## config.mk

```make
export PLATFORM = sky130hd
export DESIGN_NAME = uart_recv
export DESIGN_NICKNAME = d
export VERILOG_FILES = /design/src/rtl/uart_recv.sv
export SDC_FILE = /design/constraint.sdc
export NUM_CORES = 1
export LEC_CHECK = 0
export BUFFER_PORTS_ARGS = -buffer_cell sky130_fd_sc_hd__buf_4
export CORE_MARGIN = 2
export CORE_UTILIZATION = 65
export CTS_BUF_LIST = sky130_fd_sc_hd__clkbuf_8
export DETAILED_ROUTE_END_ITERATION = 6
export GPL_ROUTABILITY_DRIVEN = 1
export PLACE_DENSITY = 0.95
export SKIP_LAST_GASP = 1
export SLEW_MARGIN = 20
export SYNTH_ARGS = -nofsm -noshare
export SYNTH_HDL_FRONTEND = slang
export SYNTH_SLANG_ARGS = --single-unit
```

## constraint.sdc

```tcl
create_clock -name clk -period 2.7 [get_ports clk]
set_input_delay 0.54 -clock clk [delete_from_list [all_inputs] [get_ports clk]]
set_output_delay 0.54 -clock clk [all_outputs]
set_load 0.02 [all_outputs]
```

## src/rtl/uart_recv.sv

```systemverilog
// 8N1 UART receiver: two-flop synchronizer, falling-edge start detect, mid-bit sampling,
// one-cycle strobes for a good byte (flag_out) or a low stop bit (frame_err).
module uart_recv #(
  parameter int unsigned CLK  = 50000000,
  parameter int unsigned BAUD = 115200
) (
  input  logic       clk,
  input  logic       rst,
  input  logic       UART_rx,
  output logic [7:0] data_out,
  output logic       flag_out,
  output logic       frame_err,
  output logic       busy
);

  localparam int unsigned Baud_Clk = CLK / BAUD;
  localparam int unsigned HALF     = Baud_Clk / 2;
  localparam int unsigned CW       = $clog2(Baud_Clk);

  localparam logic [CW-1:0] HALF_LAST = CW'(HALF - 1);
  localparam logic [CW-1:0] BAUD_LAST = CW'(Baud_Clk - 1);

  typedef enum logic [1:0] {
    IDLE  = 2'd0,
    START = 2'd1,
    DATA  = 2'd2,
    STOP  = 2'd3
  } state_t;

  state_t        state_q, state_d;
  logic [CW-1:0] cnt_baud_q, cnt_baud_d;
  logic [2:0]    cnt_bit_q, cnt_bit_d;
  logic [7:0]    shift_q, shift_d;
  logic [7:0]    data_q, data_d;
  logic          flag_q, flag_d;
  logic          ferr_q, ferr_d;

  logic rx_s1_q, rx_sync_q, rx_d_q;
  logic fall;

  always_ff @(posedge clk) begin
    if (rst) begin
      rx_s1_q   <= 1'b1;
      rx_sync_q <= 1'b1;
      rx_d_q    <= 1'b1;
    end else begin
      rx_s1_q   <= UART_rx;
      rx_sync_q <= rx_s1_q;
      rx_d_q    <= rx_sync_q;
    end
  end

  assign fall = ~rx_sync_q & rx_d_q;

  always_ff @(posedge clk) begin
    if (rst) begin
      state_q    <= IDLE;
      cnt_baud_q <= '0;
      cnt_bit_q  <= '0;
      shift_q    <= '0;
      data_q     <= '0;
      flag_q     <= 1'b0;
      ferr_q     <= 1'b0;
    end else begin
      state_q    <= state_d;
      cnt_baud_q <= cnt_baud_d;
      cnt_bit_q  <= cnt_bit_d;
      shift_q    <= shift_d;
      data_q     <= data_d;
      flag_q     <= flag_d;
      ferr_q     <= ferr_d;
    end
  end

  always_comb begin
    state_d    = state_q;
    cnt_baud_d = cnt_baud_q;
    cnt_bit_d  = cnt_bit_q;
    shift_d    = shift_q;
    data_d     = data_q;
    flag_d     = 1'b0;
    ferr_d     = 1'b0;

    unique case (state_q)
      IDLE: begin
        if (fall) begin
          state_d    = START;
          cnt_baud_d = '0;
        end
      end

      // Half a bit in: a line that is high again means the start was a glitch.
      START: begin
        if (cnt_baud_q == HALF_LAST) begin
          cnt_baud_d = '0;
          cnt_bit_d  = '0;
          state_d    = rx_sync_q ? IDLE : DATA;
        end else begin
          cnt_baud_d = cnt_baud_q + 1'b1;
        end
      end

      DATA: begin
        if (cnt_baud_q == BAUD_LAST) begin
          shift_d[cnt_bit_q] = rx_sync_q;
          cnt_baud_d         = '0;
          if (cnt_bit_q == 3'd7) begin
            cnt_bit_d = '0;
            state_d   = STOP;
          end else begin
            cnt_bit_d = cnt_bit_q + 1'b1;
          end
        end else begin
          cnt_baud_d = cnt_baud_q + 1'b1;
        end
      end

      // Leaving at mid-stop-bit lets IDLE catch a start edge that follows with no gap.
      STOP: begin
        if (cnt_baud_q == BAUD_LAST) begin
          cnt_baud_d = '0;
          state_d    = IDLE;
          if (rx_sync_q) begin
            data_d = shift_q;
            flag_d = 1'b1;
          end else begin
            ferr_d = 1'b1;
          end
        end else begin
          cnt_baud_d = cnt_baud_q + 1'b1;
        end
      end

      default: state_d = IDLE;
    endcase
  end

  assign data_out  = data_q;
  assign flag_out  = flag_q;
  assign frame_err = ferr_q;
  assign busy      = (state_q != IDLE);

endmodule

```

# Yosys cells after proc, flatten, opt, wreduce, memory -nomap -nowiden
# Cells that the tools add are included.
[word_totals]
inputBits = 3
reg_bits = 35
output_inout_bits = 11
wordCells = 59
[classes]
n_lt_le_gt_ge = 2
n_addsub = 2
reduce_logical = 10
n_bitwise = 4
muxes = 20
eq_ne = 11
[ops]
columns = ["operator", "count"]
rows = [
  ["$mux W9", 3],
  ["$pmux W9 S3", 1],
  ["$mux W2", 6],
  ["$ne A2 B2 Y1 const B", 5],
  ["$add A9 B1 Y9 const B", 1],
  ["$eq A9 B8 Y1 const B", 1],
  ["$eq A9 B9 Y1 const B", 1],
  ["$mux W3", 3],
  ["$bwmux W8", 1],
  ["$pmux W2 S4", 1],
  ["$pmux W3 S2", 1],
  ["$reduce_and A3 Y1", 2],
  ["$reduce_and A5 Y1", 1],
  ["$eq A2 B2 Y1 const B", 2],
  ["$lt A3 B4 Y1 const B", 1],
  ["$reduce_bool A2 Y1", 2],
  ["$add A3 B1 Y3 const B", 1],
  ["$demux W1 S3", 1],
  ["$eq A3 B3 Y1 const B", 1],
  ["$ge A3 B1 Y1 const B", 1],
  ["$mux W1", 3],
  ["$not A1 Y1", 3],
  ["$reduce_or A3 Y1", 1],
  ["$eq A2 B1 Y1 const B", 1],
  ["5 further kinds", 5],
]

# Logic depth before layout (Yosys ltp)
[logic_depth]
depth_word = 5
mapped_depth = 7
depth_no_buf = 6

# Worst setup path after synthesis
# No wires, ideal clock.
[synth_path]
path_type = "flip-flop to flip-flop"
startpoint = "reg cnt_baud_q[0]"
endpoint = "reg with a tool-made name"
setup_time_ns = 0.070
period_less_slack_ns = 1.856
arrival_ns = 1.786
path_buffers = 1
required_ns = 2.630
setup_slack_ns = 0.844
stages_incl_launch_ff = 8
cell_sequence = "dfxtp_1 -> inv_1 -> ha_1 -> or4b_4 -> o21ba_1 -> buf_6 -> or4_1 -> a21oi_1"
[synth_lines]
columns = ["element", "line", "text"]
rows = [
  ["from (decl)", "31", "logic [CW-1:0] cnt_baud_q, cnt_baud_d;"],
  ["from (signal assigned)", "66", "cnt_baud_q <= cnt_baud_d;"],
]

# Final worst setup path
[layout_path]
startpoint = "reg cnt_baud_q[0]"
endpoint = "reg data_q[3] (netlist: data_out[3])"
[layout_via]
elab_chain_cells = 2
[layout_lines]
columns = ["element", "line", "text"]
rows = [
  ["$eq A9 B9 Y1", "120", "if (cnt_baud_q == BAUD_LAST) begin"],
  ["$reduce_and A3 Y1 (no source line)", "n/a", ""],
  ["to (signal assigned)", "69", "data_q <= data_d;"],
  ["to (decl)", "34", "logic [7:0] data_q, data_d;"],
]
# Every way passes these cells.
# A chain may end at the register's enable or synchronous reset.

==> run_results.csv <==
group,metric,value,unit
outcome,outcome,"finished, final reports clean",
finish,final_cell_mix,"dfxtp_1, nor2_1, mux2i_1",
global_routing,grt-ovfl-total,0,
floorplanning,die_w,54.3,µm
global_routing,antenna_found_initial,0,
worst_setup_path,crit_fanout,8,
worst_setup_path,start_kind,"register",
yosys,synth_seq_cells,35,
yosys,synth.area.top_cells,"dfxtp_1, mux2i_1, nor2_1",
floorplanning,die_h,54.3,µm
sta,worst_pin_slew,0.681,ns
yosys,yosysSeqAreaShare,0.427,
sta,clock_skew,0.00641,ns
worst_setup_path,reg2reg_to,"data_out[3]",
worst_setup_path,endpoint,"data_out[3]",
floorplanning,pin_count,14,
placed_design,place_congestion,0.814,
clock_tree,post-cts-setup-buffers,0,
worst_setup_path,crit_path_end_kind,"register",
yosys,yosys_warnings,0,
finish,area_growth,11.4,%
global_routing,grt_pass1_wl,5480,µm
finish,final_common_cell,"dfxtp_1",
route,via_count,1420,
worst_setup_path,arrival,2.21,ns
run,cap_violations,0,
route,ant_nets,0,
floorplanning,rows,18,
yosys,synth_compound_area_frac,0.132,
pwr,powerDensity,529,nW/µm²
clock_tree,cts_tree,"built",
clock_tree,cts.sinks,35,
finish,nets,204,
route,drt_wl_total,3480,µm
floorplanning,core,2430,µm²
yosys,synth_top_family_by_area,"simple AND/OR/NAND/NOR gates",
clock_tree,clk_latency,0.29,ns
floorplanning,dieArea,2940,µm²
yosys,synth_largest_area_cell,"dfxtp_1",
clock_tree,cts_resized,0,
worst_setup_path,worstSetupPathType,"reg -> reg",
sta,fin_crit_sh,0.752,
yosys,syn-cell-area,1640,µm²
floorplanning,initial_core_util,0.675,
yosys,yosys.cell_types.count,33,
sta,min_period,2.03,ns
route,wl_per_cell,15.3,µm
route,drc,0,
sta,max_freq,0.492,GHz
global_routing,track_usage,0.268,
clock_tree,clk_path_buf_depth,2,
sta,setup_violations,0,
yosys,syn_nets,194,
yosys,synth_xor_area_frac,0.00534,
worst_setup_path,r2r_cells,5,
yosys,synth-adder-area-share,0.0381,
route,drtPass1Iterations,4,
worst_setup_path,cp-startpoint,"cnt_baud_q[0]",
yosys,synth_top_area_frac,0.427,
finish,num_antenna_cells,0,
placed_design,placed_area,1740,µm²
sta,grt_setup_unrepaired,"false",
route,vias_per_cell,6.26,
clock_tree,ctsHoldBuffers,0,
route,dr.first_iter.drc_count,48,
pwr,leakagePower,0.000728,µW
worst_setup_path,critPathMaxStageDelay,0.79,ns
yosys,postSynthAreaPerCell,8.83,µm²
clock_tree,root_buffer,"clkbuf_8",
sta,tns,0,ns
finish,stdcell_area,1830,µm²
finish,drive_gt1_frac,0.142,
sta,hold_viol,0,
yosys,muxShareOfSynthArea,0.0976,
worst_setup_path,r2r-start,"cnt_baud_q[0]",
worst_setup_path,regToRegSetupSlack,0.67,ns
yosys,syn_inst,186,
worst_setup_path,worstPathCellList,"ha_1 > nand4b_1 > or4_1 > mux2i_1 > nor2_1",
worst_setup_path,crit_required,2.88,ns
global_routing,grt_pass1_vias,1200,
yosys,synth_simple_gate_area_share,0.255,
sta,maxSlewHeadroom,0.546,
clock_tree,cts.clk_slew.worst_paths,0.08,ns
pwr,ir_drop,0.608,mV
worst_hold_path,hold_class,"reg -> reg",
clock_tree,cts_buffers,5,
placed_design,hpwl,2430,µm
sta,final_max_slew_viol_count,0,
clock_tree,cts.htree.levels,2,
global_routing,grt_max_degree,36,
worst_setup_path,slowest_stage,"or4_1",
worst_hold_path,hold_path_depth,1,
placed_design,numPortBuffers,13,
-- worst max-delay path: cells and delay by family, from the launching register on --
family / cells / cell delay [ns]
and+or+nand+nor: 3 / 1.02
DFF: 1 / 0.42
adders and majority gates: 1 / 0.19
muxes: 1 / 0.27
-- metal layers --
metal / part of all wire / wire (µm) / global-route usage
met5: 0 / 0 / 0
met4: 0.023 / 81 / 0.133
met3: 0.058 / 201 / 0.0765
met2: 0.48 / 1650 / 0.422
met1: 0.44 / 1540 / 0.334
-- metrics by stage --
stage                     hold slack, ns   util  setup WS, ns  total power, µW  std cells
after floorplan                    0.389      -         0.844              582        186
after global placement             0.399  0.713         0.779              590        219
after detailed placement           0.403  0.713         0.664              593        219
after CTS                          0.419  0.752         0.640              974        227
after global routing               0.426  0.752         0.523             1000        227
final                              0.422  0.752         0.668              967        227
-- flip-flops by register name (all words and copies together) (netlist names), 3 cells and up, named ones only --
signal      count
cnt_baud_q      9
cnt_bit_q       3
data_out        8
shift_q         8
-- Yosys cell counts, drive strengths merged --
| library cell | n |
|---|---|
| o31a | 1 |
| o21a | 3 |
| nand3 | 6 |
| a21oi | 13 |
| or4 | 2 |
| nand4bb | 1 |
| o2111ai | 1 |
| a31o | 1 |
| buf | 1 |
| a211oi | 1 |
| nor3 | 5 |
| nand2b | 1 |
| or2 | 4 |
| ha | 5 |
| nor4bb | 3 |
| mux2i | 16 |
| nand4 | 11 |
| o21ai | 8 |
| clkbuf | 10 |
| o22ai | 6 |
| a21o | 1 |
| or3 | 3 |
| or4b | 1 |
| dfxtp | 35 |
| nor4b | 1 |
| o21ba | 1 |
| nand2 | 11 |
| inv | 7 |
| nor2 | 19 |
| nand4b | 2 |
| and4b | 1 |
| xnor2 | 1 |
| nor4 | 4 |
-- cell type report --
cell class	instances	area (µm²)
fillers	169	604
clock inverters	3	23.8
flip-flops and latches	35	701
inverters	7	26.3
multi-input cells	133	866
repair buffers	14	105
well taps	30	37.5
clock buffers	5	68.8
-- worst min path at each step --
stage | startpoint | endpoint | slack (ns)
finish | rx_s1_q | rx_sync_q | 0.42
global placement | rx_s1_q | rx_sync_q | 0.40
CTS | UART_rx | rx_s1_q | 0.42
detailed placement | rx_s1_q | rx_sync_q | 0.40
global route | UART_rx | rx_s1_q | 0.43
floorplan | rx_s1_q | rx_sync_q | 0.39
-- report_power, final --
part,switching [µW],internal (µW)
clock network,202,184
registers,8.87,521
logic,31.8,19.5
-- cell families (layout without fill, tap and decap cells) --
group,after synthesis,count (layout)
buf+inv,18,29
simple gates,75,75
flops,35,35
xor+xnor,1,1
compound gates,36,36
fa+ha+maj,5,5
mux,16,16
(Power assumes the default switching activity.)
